`src/rtl/mant_div.sv`:
```
// Unsigned 48/24 mantissa divider: restoring radix-2, one quotient bit per cycle.
// Divide-by-zero and quotient-overflow cases finish immediately with saturated results.
module mant_div (
    input  logic        clk,
    input  logic        rst_n,
    input  logic        start,
    input  logic [47:0] dividend,
    input  logic [23:0] divisor,
    output logic [23:0] quotient,
    output logic [23:0] remainder,
    output logic        busy,
    output logic        done,
    output logic        ovf,
    output logic        dbz
);

    typedef enum logic [1:0] {
        IDLE,
        CALC,
        DONE
    } state_t;

    state_t      state_q, state_d;
    logic [24:0] prem_q, prem_d;
    // Low dividend bits shift out of the top while quotient bits shift in at the bottom.
    logic [23:0] low_q, low_d;
    logic [23:0] dvsr_q, dvsr_d;
    logic [4:0]  cnt_q, cnt_d;
    logic [23:0] quot_q, quot_d;
    logic [23:0] rem_q, rem_d;
    logic        ovf_q, ovf_d;
    logic        dbz_q, dbz_d;

    logic [25:0] shifted;
    logic [25:0] diff;
    logic        stepFits;
    logic [24:0] stepPrem;
    logic [23:0] stepLow;
    logic        accept;
    logic        isDbz;
    logic        isOvf;

    always_comb begin
        shifted  = {prem_q, low_q[23]};
        diff     = shifted - {2'b00, dvsr_q};
        stepFits = ~diff[25];
        stepPrem = stepFits ? diff[24:0] : shifted[24:0];
        stepLow  = {low_q[22:0], stepFits};
        accept   = start && (state_q != CALC);
        isDbz    = (divisor == 24'h0);
        isOvf    = (dividend[47:24] >= divisor);
    end

    always_comb begin
        state_d = state_q;
        prem_d  = prem_q;
        low_d   = low_q;
        dvsr_d  = dvsr_q;
        cnt_d   = cnt_q;
        quot_d  = quot_q;
        rem_d   = rem_q;
        ovf_d   = ovf_q;
        dbz_d   = dbz_q;

        case (state_q)
            CALC: begin
                prem_d = stepPrem;
                low_d  = stepLow;
                cnt_d  = cnt_q + 5'd1;
                if (cnt_q == 5'd23) begin
                    state_d = DONE;
                    quot_d  = stepLow;
                    rem_d   = stepPrem[23:0];
                    ovf_d   = 1'b0;
                    dbz_d   = 1'b0;
                end
            end
            IDLE, DONE: begin
                state_d = IDLE;
                if (accept) begin
                    // Divide-by-zero is tested first so it wins over overflow.
                    if (isDbz) begin
                        state_d = DONE;
                        quot_d  = 24'hFFFFFF;
                        rem_d   = dividend[23:0];
                        ovf_d   = 1'b0;
                        dbz_d   = 1'b1;
                    end else if (isOvf) begin
                        state_d = DONE;
                        quot_d  = 24'hFFFFFF;
                        rem_d   = 24'h0;
                        ovf_d   = 1'b1;
                        dbz_d   = 1'b0;
                    end else begin
                        state_d = CALC;
                        prem_d  = {1'b0, dividend[47:24]};
                        low_d   = dividend[23:0];
                        dvsr_d  = divisor;
                        cnt_d   = 5'd0;
                    end
                end
            end
            default: state_d = IDLE;
        endcase
    end

    always_ff @(posedge clk or negedge rst_n) begin
        if (!rst_n) begin
            state_q <= IDLE;
            prem_q  <= 25'h0;
            low_q   <= 24'h0;
            dvsr_q  <= 24'h0;
            cnt_q   <= 5'd0;
            quot_q  <= 24'h0;
            rem_q   <= 24'h0;
            ovf_q   <= 1'b0;
            dbz_q   <= 1'b0;
        end else begin
            state_q <= state_d;
            prem_q  <= prem_d;
            low_q   <= low_d;
            dvsr_q  <= dvsr_d;
            cnt_q   <= cnt_d;
            quot_q  <= quot_d;
            rem_q   <= rem_d;
            ovf_q   <= ovf_d;
            dbz_q   <= dbz_d;
        end
    end

    assign quotient  = quot_q;
    assign remainder = rem_q;
    assign ovf       = ovf_q;
    assign dbz       = dbz_q;
    assign busy      = (state_q == CALC);
    assign done      = (state_q == DONE);

endmodule

```
`config.mk`:
```
export PLATFORM = sky130hd
export DESIGN_NAME = mant_div
export DESIGN_NICKNAME = d
export VERILOG_FILES = /design/src/rtl/mant_div.sv
export SDC_FILE = /design/constraint.sdc
export NUM_CORES = 1
export LEC_CHECK = 0
export BUFFER_PORTS_ARGS = -buffer_cell sky130_fd_sc_hd__buf_2
export CAP_MARGIN = 20
export CORE_MARGIN = 1
export CORE_UTILIZATION = 50
export CTS_BUF_LIST = sky130_fd_sc_hd__clkbuf_8 sky130_fd_sc_hd__clkbuf_16
export CTS_CLUSTER_SIZE = 12
export DETAILED_ROUTE_END_ITERATION = 10
export PLACE_DENSITY_LB_ADDON = 0.12
export SLEW_MARGIN = 20
export SYNTH_ARGS = -nofsm -noshare
export SYNTH_HDL_FRONTEND = slang
export SYNTH_SLANG_ARGS = --single-unit
```
`constraint.sdc`:
```
create_clock -name clk -period 4.24 [get_ports clk]
set_input_delay 0.636 -clock clk [delete_from_list [all_inputs] [get_ports clk]]
set_output_delay 0.636 -clock clk [all_outputs]
set_load 0.1 [all_outputs]
```
==> flow_metrics.py <==
metrics = {
    "setup_path": {
        "critPathMaxFanout": 24,
        "path_class": "in -> reg",
        "crit_path_top_delay_cell": "a2111oi_0",
        "r2r_slack_ps": 780,
        "required_ps": 4530,
        "cpPeakStageDelay_ps": 710,
        "rr_worst_depth": 10,
        "cp_cell_sequence": "buf_2 > inv_1 > ha_1 > nand2b_1 > a2111oi_0 > o311ai_0 > o31ai_1 > a31oi_4 > a22o_1 > a31oi_1 > o21ai_0",
        "start_kind": "input pin",
        "r2r-end": "remainder[21]",
        "worstPathArrival_ps": 3980,
        "cp-end-kind": "flop",
        "r2r_start": "prem_q[11]",
    },
    "layout": {
        "multi_input_area_sq_um": 4280,
        "drive_above_1_share_pct": 18.0,
        "nets": 1166,
        "ff_latch_area_sq_um": 3250,
        "n_antenna_cell": 0,
        "fillers": 1415,
        "utilization_pct": 61.5,
        "area_growth_pct": 18.5,
        "instances_no_fill": 1263,
    },
    "logic_synthesis": {
        "seq_area_frac_synth_pct": 40.8,
        "synth_xor_xnor_area_share_pct": 2.18,
        "syn_nets": 1059,
        "synthAdderAreaFrac_pct": 7.93,
        "synth_cells": 934,
        "ys_ff_latch": 130,
        "synth_edf_count": 0,
        "async_flop_share_pct": 100,
        "synth_compound_area_share_pct": 22.3,
        "synthSimpleGateAreaFrac_pct": 16.9,
        "yosysUniqueCellTypes": 65,
        "yosysWarnings": 0,
        "synth_ff_type": "dfrtp_1",
        "synth_top_family_by_area": "compound AO/OA/AOI/OAI gates",
        "synth_area_per_cell_sq_um": 8.54,
        "syn_area_sq_um": 7980,
        "muxShareOfSynthArea_pct": 4.17,
    },
    "route": {
        "drt_pre_antenna_iters": 5,
        "wl_microns": 22900,
        "viasPerCell": 5.91,
        "drcViolationCount": 0,
        "ant_nets": 0,
        "vias": 7467,
        "avgRoutedWirePerCell_microns": 18.2,
        "drt_iter0_drc": 755,
    },
    "clock_network": {
        "ctsRootBufferMaster": "clkbuf_16",
        "cts_tree": "yes",
        "cts_hold_buffers": 0,
        "clk_path_buf_depth": 2,
        "ctsResizeCount": 0,
        "clk_pin_slew_ps": 60,
        "cts.sinks": 130,
        "clk_latency_ps": 430,
        "cts_buffers": 17,
        "cts_setup_buffers": 0,
        "htreeDepth": 4,
    },
    "timing": {
        "hold_violations": 0,
        "fmax_mhz": 271,
        "tightest_slew_ps": 869,
        "skew_ps": 8.74,
        "fin_tns_setup_ps": 0,
        "min_period_ps": 3690,
        "relSlewSlack_pct": 42.1,
        "rsz0062_at_grt": "no",
        "setup_viol": 0,
        "slew_violations": 0,
        "fin_crit_sh_pct": 87.0,
    },
    "floorplanning": {
        "io-pin-count": 127,
        "dieArea_sq_um": 16500,
        "fp.dieH_microns": 128,
        "die_x_microns": 128,
        "core-area_sq_um": 15400,
        "start_util_pct": 51.9,
        "floorplan.rows": 45,
    },
    "global_routing": {
        "grt_max_degree": 69,
        "antenna_found_initial": 0,
        "grt_pass1_vias": 6767,
        "overflow": 0,
        "grt_pass1_wl_microns": 36700,
        "grt_usage_pct": 29.0,
    },
    "place": {
        "hpwlAfterDp_microns": 16300,
        "gp_congestion": 0.916,
        "portBuffers": 126,
        "dp_cells": 1233,
    },
    "worst_hold_path": {
        "hold_path.class": "in -> async",
    },
    "status": {
        "outcome": "finished, final reports clean",
    },
    "run": {
        "cap_violations": 0,
    },
}
synthesized netlist by cell type, types with 6 or more instances:
library cell  instances  area, sq um
o31ai_1               7         52.6
xnor2_1              12          105
a21o_1               13         97.6
nor4_1               10         62.6
nand2_1             150          563
a21oi_1              49          245
o21ai_0             102          510
and3_1                8         50.1
o21a_1                7         52.6
a22oi_1              12         90.1
inv_1                61          229
nor3_1                7         35.0
mux2i_1              31          310
clkbuf_1             46          173
ha_1                 49          613
a221oi_1              6         52.6
nand3_1              44          220
a31oi_1              40          250
xor2_1                6         52.6
a22o_1                6         52.6
nand4_1               7         43.8
or3_1                 6         37.5
nand2b_1              6         37.5
nor2_1               43          161
dfrtp_1             130         3250
cell families after synthesis:
group                      after synthesis
buffers and inverters                  119
and+or+nand+nor                        299
xor gates and xnor gates                19
muxes                                   33
adders and majority gates               50
AOI/OAI and AO/OA                      284
DFF                                    130
final cells by class:
type / instances / share of cell area (%)
Multi-Input combinational cell: 685 / 45.3
Sequential cell: 130 / 34.4
Timing Repair Buffer: 145 / 8.47
Clock buffer: 18 / 4.64
Tap cell: 211 / 2.79
Inverter: 62 / 2.46
Clock inverter: 12 / 1.91
registers in the layout, summed over array words and instances, names as in the netlist:
| signal | count |
|---|---|
| prem_q | 25 |
| dvsr_q | 24 |
| low_q | 24 |
| quotient | 24 |
| remainder | 24 |
| cnt_q | 5 |
| state_q | 2 |
| dbz | 1 |
| ovf | 1 |
placed cells by master (no fill, tap or decap), types with 18 or more instances in the layout:
cell / synthesis / routed
inv_1: 61 / 61
buf_4: 2 / 18
a21oi_1: 49 / 49
nor2_1: 43 / 43
ha_1: 49 / 49
nand3_1: 44 / 44
nand2_1: 150 / 150
mux2i_1: 31 / 31
dfrtp_1: 130 / 129
o21ai_0: 102 / 102
buf_2: 3 / 125
a31oi_1: 40 / 39
critical path, delay by kind of cell:
| kind | cells | cell delay [ps] |
|---|---|---|
| adders and majority gates | 1 | 270 |
| and+or+nand+nor | 1 | 130 |
| buffers and inverters | 2 | 160 |
| AOI/OAI and AO/OA | 7 | 2780 |
stage by stage:
step	instance area [sq um]	setup WS (ps)	hold slack [ps]
6_report	9460	552	300
5_1_grt	9460	270	387
4_1_cts	9460	595	346
3_5_place_dp	8840	174	450
3_3_place_gp	8840	229	444
2_1_floorplan	7980	1260	340
worst max path at each step:
| stage | from | end |
|---|---|---|
| 5_1_grt | dividend[24] | low_q[15] |
| 6_report | dividend[24] | prem_q[14] |
| 2_1_floorplan | prem_q[13] | remainder[15] |
| 3_5_place_dp | dividend[24] | low_q[0] |
| 3_3_place_gp | dividend[24] | low_q[0] |
| 4_1_cts | dividend[24] | low_q[0] |
per-layer routing:
layer	share of wire, %	up-vias	GRT usage [%]	wire length, microns
met5	0	-	0	0
met4	2.0	0	10.2	448
met3	7.1	33	4.84	1620
met2	44	331	43.5	10200
met1	47	3532	42.3	10700
li1	-	3571	-	-
Power is left out: the tool's default activity adds up to more than one toggle a clock period on the data nets, which glitch-free logic cannot reach.
